==> config.mk <==
export PLATFORM = sky130hd
export DESIGN_NAME = writeback_stage
export DESIGN_NICKNAME = d
export VERILOG_FILES = /design/src/rtl/wb_pkg.sv /design/src/rtl/wb_load_align.sv /design/src/rtl/writeback_stage.sv
export SDC_FILE = /design/constraint.sdc
export NUM_CORES = 1
export LEC_CHECK = 0
export BUFFER_PORTS_ARGS = -buffer_cell sky130_fd_sc_hd__buf_2
export CORE_MARGIN = 4
export CORE_UTILIZATION = 30
export CTS_CLUSTER_DIAMETER = 30
export DETAILED_ROUTE_END_ITERATION = 6
export HOLD_SLACK_MARGIN = 0.08
export SLEW_MARGIN = 20
export SYNTH_ARGS = -nofsm -noshare
export SYNTH_HDL_FRONTEND = slang
export SYNTH_SLANG_ARGS = --single-unit
==> constraint.sdc <==
create_clock -name clk -period 2.3 [get_ports clk]
set_clock_uncertainty 0.05 [all_clocks]
set_input_delay 0.115 -clock clk [delete_from_list [all_inputs] [get_ports clk]]
set_output_delay 0.115 -clock clk [all_outputs]
set_load 0.01 [all_outputs]
==> src/rtl/wb_pkg.sv <==
// Shared encodings for the writeback stage: source select, load size and FSM state.
package wb_pkg;

  localparam logic [1:0] WB_SRC_ALU  = 2'd0;
  localparam logic [1:0] WB_SRC_MEM  = 2'd1;
  localparam logic [1:0] WB_SRC_LINK = 2'd2;
  localparam logic [1:0] WB_SRC_IO   = 2'd3;

  localparam logic [1:0] LD_B = 2'd0;
  localparam logic [1:0] LD_H = 2'd1;
  localparam logic [1:0] LD_W = 2'd2;

  typedef enum logic {
    ST_IDLE     = 1'b0,
    ST_WAIT_MEM = 1'b1
  } wb_state_e;

endpackage

==> src/rtl/wb_load_align.sv <==
// Combinational load aligner: picks the byte/half lane, extends it, flags misaligned accesses.
module wb_load_align
  import wb_pkg::*;
#(
  parameter int XLEN = 32
) (
  input  logic [XLEN-1:0] raw,
  input  logic [1:0]      size,
  input  logic            ld_unsigned,
  input  logic [1:0]      addr_lo,
  output logic [XLEN-1:0] data,
  output logic            misalign
);

  logic [XLEN-1:0]    byte_sh;
  logic [XLEN-1:0]    half_sh;
  logic signed [7:0]  byte_s;
  logic signed [15:0] half_s;
  logic               ext_b;
  logic               ext_h;

  assign byte_sh = raw >> {addr_lo, 3'b000};
  assign half_sh = raw >> {addr_lo[1], 4'b0000};
  assign byte_s  = byte_sh[7:0];
  assign half_s  = half_sh[15:0];
  assign ext_b   = ~ld_unsigned & byte_s[7];
  assign ext_h   = ~ld_unsigned & half_s[15];

  always_comb begin
    data     = raw;
    misalign = 1'b0;
    case (size)
      LD_B: data = {{(XLEN-8){ext_b}}, byte_s};
      LD_H: begin
        data     = {{(XLEN-16){ext_h}}, half_s};
        misalign = addr_lo[0];
      end
      // LD_W and the reserved code both load the full word
      default: misalign = (addr_lo != 2'b00);
    endcase
  end

endmodule

==> src/rtl/writeback_stage.sv <==
// Registered writeback stage between MEM and the register file.
// Optional macro WB_RETIRE_CNT_EN adds retire_cnt / misalign_cnt performance counters.
module writeback_stage
  import wb_pkg::*;
#(
  parameter int XLEN    = 32,
  parameter int RADDR_W = 5
) (
  input  logic               clk,
  input  logic               rst_n,
  input  logic               in_valid,
  output logic               in_ready,
  input  logic               flush,
  input  logic [1:0]         in_src,
  input  logic               in_we,
  input  logic [RADDR_W-1:0] in_rd,
  input  logic [XLEN-1:0]    in_alu,
  input  logic [XLEN-1:0]    in_link,
  input  logic [XLEN-1:0]    in_io,
  input  logic [1:0]         in_ld_size,
  input  logic               in_ld_unsigned,
  input  logic [1:0]         in_addr_lo,
  input  logic               mem_rvalid,
  input  logic [XLEN-1:0]    mem_rdata,
  output logic               rf_we,
  output logic [RADDR_W-1:0] rf_waddr,
  output logic [XLEN-1:0]    rf_wdata,
  output logic               misalign
`ifdef WB_RETIRE_CNT_EN
  ,
  output logic [63:0]        retire_cnt,
  output logic [31:0]        misalign_cnt
`endif
);

  wb_state_e          state, state_nxt;
  logic               accept;
  logic [XLEN-1:0]    sel_data;
  logic [XLEN-1:0]    ld_data;
  logic               ld_misalign;

  // Load context captured at accept, held through WAIT_MEM
  logic [RADDR_W-1:0] rd_p1;
  logic               we_p1;
  logic [1:0]         size_p1;
  logic               uns_p1;
  logic [1:0]         addr_lo_p1;
  logic               drop_p1;

  assign in_ready = (state == ST_IDLE);
  assign accept   = in_ready && in_valid && !flush;

  always_comb begin
    sel_data = in_alu;
    case (in_src)
      WB_SRC_LINK: sel_data = in_link;
      WB_SRC_IO:   sel_data = in_io;
      default:     sel_data = in_alu;
    endcase
  end

  always_comb begin
    state_nxt = state;
    case (state)
      ST_IDLE:     if (accept && in_src == WB_SRC_MEM) state_nxt = ST_WAIT_MEM;
      ST_WAIT_MEM: if (mem_rvalid) state_nxt = ST_IDLE;
      default:     state_nxt = ST_IDLE;
    endcase
  end

  wb_load_align #(.XLEN(XLEN)) u_align (
    .raw         (mem_rdata),
    .size        (size_p1),
    .ld_unsigned (uns_p1),
    .addr_lo     (addr_lo_p1),
    .data        (ld_data),
    .misalign    (ld_misalign)
  );

  // Stage p0 -> p1: payload capture, no reset needed
  always_ff @(posedge clk) begin
    if (accept && in_src == WB_SRC_MEM) begin
      rd_p1      <= in_rd;
      we_p1      <= in_we;
      size_p1    <= in_ld_size;
      uns_p1     <= in_ld_unsigned;
      addr_lo_p1 <= in_addr_lo;
    end
  end

  // Stage p1 -> register file: commit pulses and write port
  always_ff @(posedge clk) begin
    if (!rst_n) begin
      state    <= ST_IDLE;
      rf_we    <= 1'b0;
      rf_waddr <= '0;
      rf_wdata <= '0;
      misalign <= 1'b0;
      drop_p1  <= 1'b0;
    end else begin
      state    <= state_nxt;
      rf_we    <= 1'b0;
      misalign <= 1'b0;
      if (state == ST_IDLE) begin
        drop_p1 <= 1'b0;
        if (accept && in_src != WB_SRC_MEM) begin
          rf_we    <= in_we && (in_rd != '0);
          rf_waddr <= in_rd;
          rf_wdata <= sel_data;
        end
      end else begin
        if (flush) drop_p1 <= 1'b1;
        if (mem_rvalid) begin
          drop_p1 <= 1'b0;
          if (!(drop_p1 || flush)) begin
            if (ld_misalign) begin
              misalign <= 1'b1;
            end else begin
              rf_we    <= we_p1 && (rd_p1 != '0);
              rf_waddr <= rd_p1;
              rf_wdata <= ld_data;
            end
          end
        end
      end
    end
  end

`ifdef WB_RETIRE_CNT_EN
  function automatic logic [31:0] sat_inc32(input logic [31:0] v);
    return (v == '1) ? v : v + 32'd1;
  endfunction

  always_ff @(posedge clk) begin
    if (!rst_n) begin
      retire_cnt   <= '0;
      misalign_cnt <= '0;
    end else begin
      if (rf_we)    retire_cnt   <= retire_cnt + 64'd1;
      if (misalign) misalign_cnt <= sat_inc32(misalign_cnt);
    end
  end
`endif

endmodule
==> results.py, run 1 <==
metrics = {
    "cells_and_area": {
        "syn_to_final_growth_pct": 33.8,
        "drive_gt1_share_pct": 42.0,
        "final_cell_mix": "185 x buf_2, 46 x a21oi_1, 45 x mux2i_1",
        "instances_no_fill": 773,
        "n_antenna_cell": 0,
        "final_common_cell": "buf_2",
        "num-fill-cells": 1268,
        "post-route-cell-area_sq_mm": 0.00511,
        "nets": 750,
        "final_core_util_pct": 41.8,
    },
    "clock_network": {
        "holdBufCountCts": 13,
        "cts.sinks": 52,
        "path_clk_slew_ps": 70,
        "clk_latency_ps": 300,
        "cts.path.max_buffers": 2,
        "cts_resized": 0,
        "cts_made_buffers": 5,
        "htree_levels": 2,
        "cts_root_buffer": "clkbuf_16",
        "postCtsSetupBuffers": 0,
        "cts_tree": "yes",
    },
    "timing": {
        "timing.fmax_mhz": 477,
        "setup-tns-final_ps": 0,
        "finalMaxSlewViolations": 0,
        "setup_viol": 0,
        "period_minus_slack_ps": 2100,
        "max_slew_margin_pct": 56.3,
        "tightest_slew_ps": 655,
        "finalCritPeriodShare_pct": 91.1,
        "grt_setup_unrepaired": "no",
        "hold_violations": 0,
    },
    "power_and_ir_drop": {
        "vdd.ir_drop.worst_uv": 336,
        "power_density_mw_per_mm2": 483,
        "leakagePower_nw": 2.15,
    },
    "min_path": {
        "min_path_cells": 3,
        "worstHoldEndpoint": "rf_wdata[0]",
        "hp-class": "in2reg",
        "hp-start": "in_alu[0]",
    },
    "global_routing": {
        "gr-total-overflow": 0,
        "grt_pass1_vias": 4040,
        "grt_pass1_wl_um": 21600,
        "groute.usage.overall_pct": 18.6,
        "antenna_found_initial": 1,
        "grt_max_degree": 42,
    },
    "place": {
        "placed_area_sq_mm": 0.00483,
        "io_buffers": 185,
        "gp_congestion": 0.898,
        "dp.cells": 752,
        "hpwl_um": 11000,
    },
    "die": {
        "fp.coreArea_sq_mm": 0.0122,
        "num_io_pins": 186,
        "fp-row-count": 40,
        "initial_core_util_pct": 31.2,
        "die_y_um": 121,
        "die_w_um": 121,
        "die_area_sq_mm": 0.0146,
    },
    "route": {
        "vias": 4046,
        "firstDrtPassIters": 5,
        "viasPerCell": 5.23,
        "drc": 0,
        "post_drt_wl_per_cell_um": 18.3,
        "drtIter0Drc": 244,
        "drt-total-wl_um": 14100,
        "ant_nets": 0,
    },
    "run": {
        "drv_cap": 0,
    },
    "critical_path": {
        "cp_data_required_time_ps": 2460,
        "worst-path-max-fanout": 16,
        "rrSetupSlack_ps": 200,
        "path_class": "reg2reg",
        "cp-start-kind": "flip-flop",
        "worst_r2r_endpoint": "rf_wdata[21]",
        "arrival_ps": 2250,
        "cp-end-kind": "flip-flop",
        "reg2reg_from": "addr_lo_p1[0]",
        "r2r_cells": 4,
    },
    "run_status": {
        "outcome": "complete, no violations",
    },
    "yosys": {
        "ys_warn_count": 0,
        "yosys_register_bits": 52,
        "synth_edf_count": 11,
        "netlist_instances": 428,
        "yosysUniqueCellTypes": 50,
        "async_flop_share_pct": 0,
        "synth.yosys.seq_area_share_pct": 30.2,
        "synth_flop_cell": "dfxtp_1",
        "avgSynthCellArea_sq_um": 8.91,
        "synth_area_sq_mm": 0.00381,
        "syn_nets": 574,
    },
}
worst max path at each step:
stage,from,endpoint,slack [ps]
after detailed placement,addr_lo_p1[0],rf_wdata[21],220
after global placement,addr_lo_p1[0],rf_wdata[16],340
after CTS,addr_lo_p1[0],rf_wdata[21],200
after floorplan,addr_lo_p1[0],rf_wdata[22],590
final,addr_lo_p1[0],rf_wdata[21],200
after global routing,addr_lo_p1[0],rf_wdata[21],70
flip-flops by register name (all words and copies together) (netlist names):
signal / count
state: 1
misalign: 1
drop_p1: 1
rf_waddr: 5
addr_lo_p1: 2
rd_p1: 5
rf_wdata: 32
we_p1: 1
size_p1: 2
uns_p1: 1
rf_we: 1
synth_stat cells (2+ instances only):
master	n	area, sq um
o211ai_1	7	52.6
o22ai_1	9	56.3
a211oi_1	17	128
inv_1	4	15.0
edfxtp_1	11	330
nor4_1	2	12.5
buf_6	7	78.8
o21ai_1	4	20.0
clkbuf_1	21	78.8
a31oi_1	18	113
a311oi_2	8	120
or4_1	2	15.0
mux2i_1	45	450
buf_4	4	30.0
nand2_1	15	56.3
o2111ai_1	8	70.1
o21ai_0	12	60.1
a21boi_0	7	52.6
nand2b_1	21	131
and2_1	2	12.5
a22oi_1	7	52.6
nor3b_1	2	15.0
buf_2	12	60.1
dfxtp_1	41	821
a311oi_1	6	52.6
nor2_1	38	143
buf_1	3	11.3
a21oi_1	46	230
or3_1	7	43.8
a211oi_2	22	275
cell families (layout without fill, tap and decap cells):
| group | Yosys count | after routing | synth area share (%) |
|---|---|---|---|
| AO/OA/AOI/OAI | 178 | 178 | 35.7 |
| buffers and inverters | 52 | 229 | 7.38 |
| flip-flops | 52 | 52 | 30.2 |
| multiplexers | 48 | 48 | 13.1 |
| AND/OR/NAND/NOR | 98 | 98 | 13.7 |
routing by layer:
layer / GRT usage (%) / share of wire [%] / vias to the layer above
met1: 23.6 / 43 / 1890
met5: 0 / 0.050 / -
met3: 4.40 / 6.6 / 18
met4: 4.32 / 1.6 / 2
li1: - / - / 1992
met2: 32.0 / 49 / 144
stage by stage:
| stage | hold WS (ps) | worst slack, ps | power [mW] |
|---|---|---|---|
| 2_1_floorplan | 144 | 588 | 1.42 |
| 3_3_place_gp | 249 | 345 | 1.69 |
| 3_5_place_dp | 252 | 216 | 1.70 |
| 4_1_cts | 166 | 198 | 2.49 |
| 5_1_grt | 182 | 69.7 | 2.59 |
| 6_report | 160 | 205 | 2.47 |
final cells by class:
type	instances	area, sq um	share of cell area, %
sequential	52	1150	22.6
clock inverter	3	22.5	0.441
tap	168	210	4.12
clock buffer	5	125	2.45
multi-input combinational	324	2380	46.7
inverter	4	15.0	0.294
timing repair buffer	217	1200	23.5
power breakdown:
| part | internal (mW) | switching (mW) | leakage, nW | total (mW) |
|---|---|---|---|---|
| clock network | 0.409 | 0.366 | 0.0742 | 0.775 |
| registers | 0.987 | 0.0331 | 0.437 | 1.02 |
| logic | 0.315 | 0.358 | 1.64 | 0.673 |
worst max-delay path: stages (launching register included):
cell and delay, ps:
edfxtp_1 540, or3_4 460, o221ai_4 480, a31oi_1 210, a211oi_2 260
No activity file was read; power rests on OpenSTA's default activity.
==> run 2, diff against run 1 <==
CORE_ASPECT_RATIO = 1.4   (was not set)
GPL_ROUTABILITY_DRIVEN = 0   (was not set)
==> run 2 against run 1 <==
Clock power is 2% lower. Worst hold slack better by 7.5 ps. Wire length is 1.5% lower. Die area is 0.18% higher. Maximum frequency is 3.5% higher. Global-route usage is 0.37 points lower. Design area is 0.47% lower. Final cell count is 2.5% lower. Utilization is 0.73 points lower. Register-to-register slack better by 70 ps. First-iteration DRC count is 9.0% lower. Sequential power hardly changed. Critical path type unchanged. Largest cell class unchanged.
==> results.py, run 2 (same netlist as run 1, synthesis figures left out) <==
metrics = {
    "route": {
        "vias": 4067,
        "drtIter0Drc": 222,
        "firstDrtPassIters": 4,
        "post_drt_wl_per_cell_um": 18.4,
        "highest_layer": "met5",
        "wl_met2_um": 7280,
        "met3_length_um": 903,
        "viasPerCell": 5.39,
        "drt-total-wl_um": 13900,
        "ant_nets": 0,
        "drc": 0,
        "wl_met1_um": 5350,
    },
    "global_routing": {
        "antenna_found_initial": 2,
        "grt_pass1_vias": 4024,
        "grt_pass1_wl_um": 20800,
        "gr-total-overflow": 0,
        "grt_max_degree": 64,
        "groute.usage.overall_pct": 18.2,
    },
    "critical_path": {
        "rrSetupSlack_ps": 270,
        "arrival_ps": 2180,
        "cp_slowest_cell": "nor4b_4",
        "reg2reg_from": "state",
        "cp-end-kind": "flip-flop",
        "endpoint": "rf_wdata[13]",
        "cp-startpoint": "state",
        "path_class": "reg2reg",
        "worst_r2r_endpoint": "rf_wdata[13]",
        "cp-start-kind": "flip-flop",
        "crit_chain": "buf_4, inv_1, buf_4, nor4b_4, o21ai_0, a311oi_2",
        "worst-path-max-fanout": 29,
        "cp_data_required_time_ps": 2460,
        "max_stage_delay_ps": 420,
        "crit_top_cell": "buf_4",
        "r2r_cells": 6,
    },
    "clock_network": {
        "cts_made_buffers": 5,
        "htree_levels": 2,
        "cts_resized": 0,
        "cts.path.max_buffers": 2,
        "cts_root_buffer": "clkbuf_16",
        "postCtsSetupBuffers": 0,
        "path_clk_slew_ps": 70,
        "holdBufCountCts": 13,
        "clk_latency_ps": 290,
        "cts_tree": "yes",
        "cts.sinks": 52,
    },
    "cells_and_area": {
        "drive_gt1_share_pct": 41.5,
        "final_cell_mix": "185 x buf_2, 46 x a21oi_1, 45 x mux2i_1",
        "final_common_cell": "buf_2",
        "reg.largest.list": "rf_wdata (32), rd_p1 (5), rf_waddr (5)",
        "syn_to_final_growth_pct": 33.2,
        "regMostFlops": "rf_wdata",
        "largest_reg_flops": 32,
        "nets": 748,
    },
    "timing": {
        "setup-tns-final_ps": 0,
        "max_slew_margin_pct": 62.2,
        "tightest_slew_ps": 567,
        "hold_violations": 0,
        "whs_ps": 168,
        "fin_ws_ps": 275,
        "timing.fmax_mhz": 494,
        "finalCritPeriodShare_pct": 88.0,
        "finalMaxSlewViolations": 0,
        "setup_viol": 0,
        "grt_setup_unrepaired": "no",
        "period_minus_slack_ps": 2030,
    },
    "place": {
        "place_ws_ps": 270,
        "hpwl_um": 10900,
        "io_buffers": 185,
    },
    "power_and_ir_drop": {
        "vdd.ir_drop.worst_uv": 254,
        "leakagePower_nw": 2.15,
        "power_density_mw_per_mm2": 482,
    },
    "min_path": {
        "hp-class": "in2reg",
    },
    "die": {
        "initial_core_util_pct": 30.8,
        "die_w_um": 103,
        "fp-row-count": 48,
        "fp.coreArea_sq_mm": 0.0124,
        "num_io_pins": 186,
        "die_y_um": 141,
        "die_area_sq_mm": 0.0146,
    },
    "run": {
        "drv_cap": 0,
    },
    "run_status": {
        "outcome": "complete, no violations",
    },
}
-- run 2: worst min-delay path by stage --
stage                   from     endpoint  cells past startpoint
2_1_floorplan     mem_rvalid      drop_p1                      1
3_3_place_gp   in_ld_size[1]   size_p1[1]                      1
3_5_place_dp   in_ld_size[1]   size_p1[1]                      1
4_1_cts            in_alu[2]  rf_wdata[2]                      3
5_1_grt            in_alu[5]  rf_wdata[5]                      3
6_report           in_alu[5]  rf_wdata[5]                      3
-- run 2: critical path: cells and delay by family, from the launching register on --
family                 cells  cell delay (ps)
buffers and inverters      3              680
DFF                        1              330
and+or+nand+nor            1              420
AOI/OAI and AO/OA          2              460
-- run 2: metrics by stage --
stage	area, sq um	total power [mW]	utilization [%]	instances
6_report	5080	2.45	41.1	754
4_1_cts	5080	2.48	41.1	753
5_1_grt	5080	2.59	41.1	754
3_5_place_dp	4800	1.70	38.8	732
2_1_floorplan	3810	1.42	-	428
3_3_place_gp	4800	1.68	38.8	732
-- run 2: power by group --
part	internal (mW)	switching, mW
sequential	0.987	0.0296
clock	0.435	0.326
combinational	0.316	0.357
-- run 2: layer usage --
metal / vias to the layer above / track usage, %
met5: - / 0
met4: 2 / 6.14
met3: 24 / 3.54
met2: 150 / 32.8
met1: 1893 / 21.1
li1: 1998 / -
-- run 2: cell type report --
class | count | area [sq um]
tap | 150 | 188
clock buffer | 8 | 146
inverter | 4 | 15.0
antenna | 1 | 2.50
fill | 1264 | 7290
sequential | 52 | 1150
multi-input combinational | 324 | 2380
timing repair buffer | 215 | 1200
==> run 3, diff against run 2 <==
clock period = 2.2 ns   (was 2.3 ns; I/O delays follow)
==> run 3 against run 2 <==
Worst hold slack worse by 1.4 ps. Clock power increased by 6.3%. Largest power group unchanged. Total power increased by 5.3%. Combinational power grew 5.3%. Highest routed layer unchanged. Utilization increased by 0.16 points. First-iteration DRC count fell by 2.3%. Via count shrank 0.20%. Design area up 0.39%. Global-route usage hardly changed.
==> results.py, run 3 (same netlist as run 1, synthesis figures left out) <==
metrics = {
    "timing": {
        "finalCritPeriodShare_pct": 92.5,
        "setup_viol": 0,
        "timing.fmax_mhz": 492,
        "max_slew_margin_pct": 61.8,
        "hold_violations": 0,
        "grt_setup_unrepaired": "no",
        "tightest_slew_ps": 574,
        "period_minus_slack_ps": 2030,
        "setup-tns-final_ps": 0,
        "finalMaxSlewViolations": 0,
    },
    "min_path": {
        "hp-start": "in_alu[3]",
        "min_path_cells": 3,
        "hp-class": "in2reg",
    },
    "power_and_ir_drop": {
        "sw_frac_of_total_pct": 29.7,
        "intPower_mw": 1.81,
        "power_density_mw_per_mm2": 506,
        "pwr-share-comb_pct": 27.5,
        "leakagePower_nw": 2.16,
        "p_seq_share_pct": 41.2,
        "clockPowerShare_pct": 31.3,
        "vdd.ir_drop.worst_uv": 266,
        "p_sw_mw": 0.767,
    },
    "clock_network": {
        "cts.path.max_buffers": 2,
        "cts_tree": "yes",
        "cts.sinks": 52,
        "htree_levels": 2,
        "cts_root_buffer": "clkbuf_16",
        "postCtsSetupBuffers": 0,
        "path_clk_slew_ps": 70,
        "clk_latency_ps": 290,
        "cts_made_buffers": 5,
    },
    "die": {
        "fp.coreArea_sq_mm": 0.0124,
        "num_io_pins": 186,
        "die_area_sq_mm": 0.0146,
        "fp-row-count": 48,
        "die_y_um": 141,
        "die_w_um": 103,
        "initial_core_util_pct": 30.8,
    },
    "critical_path": {
        "max_stage_delay_ps": 520,
        "crit_cells": 4,
        "crit_chain": "or3_4, o221ai_4, a31oi_1, a211oi_2",
        "reg2reg_from": "addr_lo_p1[0]",
        "cp_top_family": "compound AO/OA/AOI/OAI gates",
        "cp_data_required_time_ps": 2370,
        "r2r_cells": 4,
        "cp_slowest_cell": "edfxtp_1",
        "cp-end-kind": "flip-flop",
        "cp-start-kind": "flip-flop",
        "worst-path-max-fanout": 16,
        "arrival_ps": 2200,
        "cp-startpoint": "addr_lo_p1[0]",
        "rrSetupSlack_ps": 170,
        "cp_num_buf_inv": 0,
        "path_class": "reg2reg",
    },
    "cells_and_area": {
        "final_common_cell": "buf_2",
        "syn_to_final_growth_pct": 33.7,
        "final_cell_mix": "185 x buf_2, 46 x a21oi_1, 45 x mux2i_1",
        "regMostFlops": "rf_wdata",
        "drive_gt1_share_pct": 42.0,
        "nets": 750,
        "largest_reg_flops": 32,
        "num-fill-cells": 1264,
        "reg.largest.list": "rf_wdata (32), rd_p1 (5), rf_waddr (5)",
        "final_core_util_pct": 41.2,
    },
    "global_routing": {
        "antenna_found_initial": 3,
        "groute.usage.overall_pct": 18.3,
        "grt_pass1_vias": 3985,
        "grt_max_degree": 43,
        "grt_pass1_wl_um": 20600,
        "gr-total-overflow": 0,
    },
    "route": {
        "ant_nets": 0,
        "drtIter0Drc": 217,
        "vias": 4059,
        "viasPerCell": 5.36,
        "drt-total-wl_um": 14100,
        "drc": 0,
        "firstDrtPassIters": 4,
        "post_drt_wl_per_cell_um": 18.7,
    },
    "run_status": {
        "outcome": "complete, no violations",
    },
    "run": {
        "drv_cap": 0,
    },
    "place": {
        "hpwl_um": 11100,
        "io_buffers": 185,
    },
}
-- run 3: cell count changes in the layout (fill, tap and decap cells not counted), sizes merged --
cell    delta
buf        +2
clkbuf     -2
clkinv     +2
diode      +1
-- run 3: worst paths after layout --
| path | end |
|---|---|
| max | rf_wdata[28] |
| min | rf_wdata[3] |
| max reg2reg | rf_wdata[28] |
| min reg2reg | rf_wdata[2] |
-- run 3: routing by layer --
layer | vias to the layer above | track usage [%] | wire, um
li1 | 1993 | - | -
met3 | 27 | 3.44 | 841
met1 | 1906 | 21.4 | 5510
met4 | 2 | 7.09 | 384
met2 | 131 | 32.1 | 7400
met5 | - | 0 | 7
-- run 3: cell type report --
cell class	instances	area [sq um]	share of cell area, %
multi-input combinational	324	2380	46.7
clock buffer	6	139	2.72
timing repair buffer	217	1210	23.7
inverter	4	15.0	0.294
antenna	2	5.00	0.0981
tap	150	188	3.68
sequential	52	1150	22.6
clock inverter	2	10.0	0.196
-- run 3: what timing repair did --
action	4_1_cts	5_1_grt
gates resized for setup	0	0
hold buffers	13	0
hold endpoints to repair	14	0
-- run 3: stage by stage --
step / setup slack [ps] / power [mW] / hold slack [ps] / area (sq um) / std cells
2_1_floorplan: 488 / 1.49 / 139 / 3810 / 428
3_3_place_gp: 273 / 1.77 / 243 / 4820 / 734
3_5_place_dp: 181 / 1.78 / 242 / 4820 / 734
4_1_cts: 164 / 2.61 / 165 / 5100 / 755
5_1_grt: 92.3 / 2.71 / 198 / 5100 / 757
6_report: 166 / 2.58 / 167 / 5100 / 757
-- run 3: power groups by stage --
| stage | clock (mW) | combinational [mW] | sequential [mW] |
|---|---|---|---|
| floorplan | 0 | 0.379 | 1.11 |
| global placement | 0 | 0.683 | 1.08 |
| detailed placement | 0 | 0.696 | 1.08 |
| CTS | 0.829 | 0.715 | 1.06 |
| global route | 0.873 | 0.770 | 1.07 |
| finish | 0.809 | 0.709 | 1.06 |
-- run 3: worst min-delay path: cells and delay by family --
family                 cells  cell delay, ps
AOI/OAI and AO/OA          2             260
buffers and inverters      1             100
